$ cat src/rtl/program_loader.sv
// Boot-time program loader: requests a program over UART (0x99), receives a
// little-endian size and payload, writes 32-bit words to program memory, then acknowledges (0xAA).
module program_loader #(
    parameter int ADDR_WIDTH = 15
) (
    input  logic                  clk,
    input  logic                  reset_n,
    input  logic                  start,
    input  logic                  rx_valid,
    input  logic [7:0]            rx_data,
    input  logic                  tx_ready,
    output logic                  tx_valid,
    output logic [7:0]            tx_data,
    output logic                  prog_we,
    output logic [ADDR_WIDTH-1:0] prog_addr,
    output logic [31:0]           prog_wdata,
    output logic [31:0]           program_data_size,
    output logic                  program_data_size_fetch_finished,
    output logic                  program_data_fetch_finished,
    output logic                  overflow,
    output logic                  busy
);

    typedef enum logic [2:0] {
        IDLE,
        SEND_99,
        RECV_SIZE,
        RECV_DATA,
        FLUSH,
        SEND_AA,
        DONE
    } state_t;

    state_t      state;
    logic [31:0] byte_count;
    logic [31:0] word_buf;
    logic [31:0] merged_word;
    logic [1:0]  lane;
    logic        last_byte;
    logic        word_full;
    logic        beyond_capacity;

    // Both the size field and payload words are assembled little-endian,
    // so the lane is simply the low two bits of the running byte count.
    assign lane            = byte_count[1:0];
    assign word_full       = (lane == 2'd3);
    assign last_byte       = (byte_count == program_data_size - 32'd1);
    assign beyond_capacity = ((byte_count >> (ADDR_WIDTH + 2)) != 32'd0);

    always_comb begin
        merged_word = word_buf;
        case (lane)
            2'd0:    merged_word[7:0]   = rx_data;
            2'd1:    merged_word[15:8]  = rx_data;
            2'd2:    merged_word[23:16] = rx_data;
            default: merged_word[31:24] = rx_data;
        endcase
    end

    assign tx_valid = (state == SEND_99) || (state == SEND_AA);
    assign tx_data  = (state == SEND_99) ? 8'h99 :
                      (state == SEND_AA) ? 8'hAA : 8'h00;
    assign busy     = !((state == IDLE) || (state == DONE));

    always_ff @(posedge clk or negedge reset_n) begin
        if (!reset_n) begin
            state                            <= IDLE;
            byte_count                       <= 32'd0;
            word_buf                         <= 32'd0;
            prog_we                          <= 1'b0;
            prog_addr                        <= '0;
            prog_wdata                       <= 32'd0;
            program_data_size                <= 32'd0;
            program_data_size_fetch_finished <= 1'b0;
            program_data_fetch_finished      <= 1'b0;
            overflow                         <= 1'b0;
        end else begin
            prog_we <= 1'b0;
            // The address advances once the write it belongs to has been issued.
            if (prog_we) begin
                prog_addr <= prog_addr + ADDR_WIDTH'(1);
            end
            case (state)
                IDLE, DONE: begin
                    if (start) begin
                        state                            <= SEND_99;
                        byte_count                       <= 32'd0;
                        word_buf                         <= 32'd0;
                        prog_addr                        <= '0;
                        program_data_size                <= 32'd0;
                        program_data_size_fetch_finished <= 1'b0;
                        program_data_fetch_finished      <= 1'b0;
                        overflow                         <= 1'b0;
                    end
                end
                SEND_99: begin
                    if (tx_ready) begin
                        state <= RECV_SIZE;
                    end
                end
                RECV_SIZE: begin
                    if (rx_valid) begin
                        if (word_full) begin
                            program_data_size                <= merged_word;
                            program_data_size_fetch_finished <= 1'b1;
                            byte_count                       <= 32'd0;
                            word_buf                         <= 32'd0;
                            state <= (merged_word == 32'd0) ? SEND_AA : RECV_DATA;
                        end else begin
                            word_buf   <= merged_word;
                            byte_count <= byte_count + 32'd1;
                        end
                    end
                end
                RECV_DATA: begin
                    if (rx_valid) begin
                        byte_count <= byte_count + 32'd1;
                        if (beyond_capacity) begin
                            overflow <= 1'b1;
                        end
                        // Words past the end of memory are still consumed, just never written.
                        if (word_full || last_byte) begin
                            word_buf <= 32'd0;
                            if (!beyond_capacity) begin
                                prog_we    <= 1'b1;
                                prog_wdata <= merged_word;
                            end
                        end else begin
                            word_buf <= merged_word;
                        end
                        if (last_byte) begin
                            state <= FLUSH;
                        end
                    end
                end
                FLUSH: begin
                    state <= SEND_AA;
                end
                SEND_AA: begin
                    if (tx_ready) begin
                        program_data_fetch_finished <= 1'b1;
                        state                       <= DONE;
                    end
                end
                default: begin
                    state <= IDLE;
                end
            endcase
        end
    end

endmodule

$ cat config.mk
export PLATFORM = sky130hd
export DESIGN_NAME = program_loader
export DESIGN_NICKNAME = d
export VERILOG_FILES = /design/src/rtl/program_loader.sv
export SDC_FILE = /design/constraint.sdc
export NUM_CORES = 1
export LEC_CHECK = 0
export CAP_MARGIN = 20
export CORE_MARGIN = 5
export CORE_UTILIZATION = 45
export DETAILED_ROUTE_END_ITERATION = 7
export PLACE_DENSITY = 0.67
export SYNTH_ARGS = -nofsm -noshare
export SYNTH_HDL_FRONTEND = slang
export SYNTH_SLANG_ARGS = --single-unit
$ cat constraint.sdc
create_clock -name clk -period 4.8 [get_ports clk]
set_input_delay 0.48 -clock clk [delete_from_list [all_inputs] [get_ports clk]]
set_output_delay 0.48 -clock clk [all_outputs]
set_load 0.01 [all_outputs]
==> metrics.txt <==
Slew Limit Fails=0; overall power=6.30 mW; clock sinks=150; maximum VDD drop=0.312 mV; unique cell type count in the Yosys netlist=73; Antenna Nets Post-Route=0; Starting Density=45.4%; initial antenna violation count=0; postcts setup bufs=0; commonest cells in the netlist=dfrtp_1, nand2_1, nor2_1; largest cells by area after synthesis=dfrtp_1, nand2_1, xnor2_1, mux2_2, mux2_4; worst slew pin tran=0.924 ns; syn_area_per_cell=9.41 um2; Core Area=0.0193 mm2; synth-to-layout area growth=19.5%; mean routed wirelength per cell=19.6 um; area occupied by multi-input gates=0.00464 mm2; Critical R2R Launch=program_data_size[0]; ys async rst share=100%; worst-path fanout max=15; CTS Buf Count=17; R2R Setup Slk=1.05 ns; hold buffers post-CTS=0; DR vias/cell=5.79; Leakage Power=4.47 nW; crit-path max cell delay=0.76 ns; Worst setup EP type=flip-flop; Post-Synthesis Cells=932; slew margin rel.=38.4%; 1st-pass router iterations=7; Synth top area share=42.8%; most used cell, CP=o31ai_1; CTS clk-pin slew, worst paths=0.07 ns; final worst-path setup slack=1.05 ns; vias in the first global route=7161; I/O pins=106; Final TNS setup=0 ns; Post-CTS Resized=0; Mapped Area=0.00877 mm2; final cycle utilization of the critical path=78.0%; Post-synth EDFFs=0; CP Launch Type=flip-flop; worst endpoint required time=5.17 ns; status=finished clean; Yosys warnings=0; Final Skew=0.0130 ns; setup repair after global routing missed its margin=false; vias=7423; Slowest-stage cell, CP=o31ai_1; Ant. Diodes=0; Die H=150 um; Site Rows=51; Max Freq=267 MHz; CTS Buffer Depth=2; RD Place Congestion=0.911; DRT Wirelength=25000 um; post-detailed-route DRC marker count=0; Filler cells=1734; htree depth=4; min-delay worst type=primary input to async pin; Synth Register Bits=150; worst slack at placement=1.12 ns; R2R cell count=12; minimum clock period=3.75 ns; share of cells above drive strength 1=11.0%; CP Cell Sequence=inv_1 -> ha_1 -> nor3b_4 -> nand2_1 -> or4_1 -> nand3_1 -> o31ai_1 -> nand4_1 -> nor3_4 -> buf_4 -> o31ai_1 -> a22o_1; first-pass GRT wire length=40100 um; DRT iter0 DRCs=615; nets=1026; PortBufs=103; final number of setup-violating endpoints=0; register area share after synthesis=42.8%; die area=0.0224 mm2; CTS tree=built; all-layer global routing usage=22.8%; number of buffer and inverter stages on the critical path=2; largest net degree at the start of global routing=83; clock root buffer=clkbuf_16; grt ovf=0; reg-to-reg endpoint=word_buf[14]; cell with the most instances after synthesis=dfrtp_1; Fin. Hold Viols=0; kind of critical path=flip-flop to flip-flop; Post-DP HPWL=17700 um; P per Cell Area=601 mW/mm2; later-pin clock latency in the skew report=0.44 ns; die width=150 um; Crit path max-delay family=simple AND/OR/NAND/NOR gates; Synth Flop Type=dfrtp_1; Reg area=0.00375 mm2; top cell type by total area after synthesis=dfrtp_1; MaxCap Viol Count=0; arrival time worst endpoint=4.12 ns
-- registers in the layout, summed over array words and instances (netlist names) --
| signal | flops |
|---|---|
| state | 3 |
| byte_count | 32 |
| program_data_fetch_finished | 1 |
| prog_addr | 15 |
| word_buf | 32 |
| prog_we | 1 |
| program_data_size_fetch_finished | 1 |
| prog_wdata | 32 |
| program_data_size | 32 |
| overflow | 1 |
-- metal layers --
layer	GRT usage, %	share of wire [%]
met5	0	0
met4	8.15	2.1
met2	36.8	49
met1	31.2	44
met3	3.66	4.7
-- cell type report --
class | instances | share of cell area [%]
Clock buffer | 20 | 4.26
Clock inverter | 11 | 0.979
Inverter | 22 | 0.788
Multi-Input combinational cell | 698 | 44.3
Sequential cell | 150 | 35.8
Tap cell | 265 | 3.16
Timing Repair Buffer | 115 | 10.7
-- placed cells by master (no fill, tap or decap), types with 5 or more instances in the layout --
| master | instances |
|---|---|
| dfrtp_1 | 150 |
| nand2_1 | 115 |
| clkdlybuf4s50_1 | 102 |
| nor2_1 | 61 |
| o21ai_0 | 48 |
| a21oi_1 | 42 |
| xnor2_1 | 40 |
| nor3_1 | 38 |
| nand4_1 | 37 |
| nand3_1 | 27 |
| mux2_2 | 27 |
| mux2i_1 | 24 |
| inv_1 | 21 |
| a22o_1 | 21 |
| or3_1 | 20 |
| xor2_1 | 20 |
| mux2_4 | 17 |
| clkbuf_16 | 17 |
| nor4_1 | 15 |
| o22ai_1 | 14 |
| buf_4 | 12 |
| and2_1 | 11 |
| and3_1 | 9 |
| o31ai_1 | 9 |
| ha_1 | 9 |
| or4_1 | 8 |
| a31oi_1 | 8 |
| nor2b_1 | 5 |
| clkinv_4 | 5 |
-- power by group --
part           switching (mW)  leakage (nW)  total [mW]  internal [mW]
combinational            1.79          2.15        3.12           1.33
sequential              0.386          2.05        1.90           1.52
clock                   0.545         0.274        1.27          0.724
total                    2.72          4.47        6.30           3.57
-- cells by family (layout without fill, tap and decap cells) --
| kind of cell | count (synthesis) | count (layout) | share of synthesized area, % |
|---|---|---|---|
| flip-flops | 150 | 150 | 42.8 |
| other | 1 | 2 | 0.0428 |
| AO/OA/AOI/OAI | 175 | 175 | 12.8 |
| multiplexers | 68 | 68 | 9.12 |
| adder cells (fa/ha/maj) | 9 | 9 | 1.28 |
| buffers and inverters | 85 | 168 | 4.45 |
| AND/OR/NAND/NOR | 384 | 384 | 23.5 |
| XOR/XNOR | 60 | 60 | 5.99 |
-- metrics by stage --
step	hold WS [ns]	area [um2]	utilization [%]	std cells
after floorplan	0.184	8770	-	933
after global placement	0.473	9930	51.4	1250
after detailed placement	0.477	9930	51.4	1250
after CTS	0.118	10500	54.2	1281
after global routing	0.125	10500	54.2	1281
final	0.0556	10500	54.2	1281
-- worst max-delay path by stage --
stage,from,to,slack (ns),cells past startpoint
global route,program_data_size[0],word_buf[17],0.82,12
CTS,program_data_size[0],word_buf[14],1.10,12
detailed placement,program_data_size[0],word_buf[13],1.12,12
global placement,program_data_size[0],word_buf[3],1.16,12
floorplan,program_data_size[0],prog_wdata[10],1.57,11
finish,program_data_size[0],word_buf[14],1.05,12
-- worst register-to-register path: cells and delay by family (launching register included) --
family	cells	cell delay, ns
AND/OR/NAND/NOR	6	1.58
AO/OA/AOI/OAI	3	1.10
flip-flops	1	0.47
buffers and inverters	2	0.33
adder cells (fa/ha/maj)	1	0.20
No activity file was read; power rests on OpenSTA's default activity.
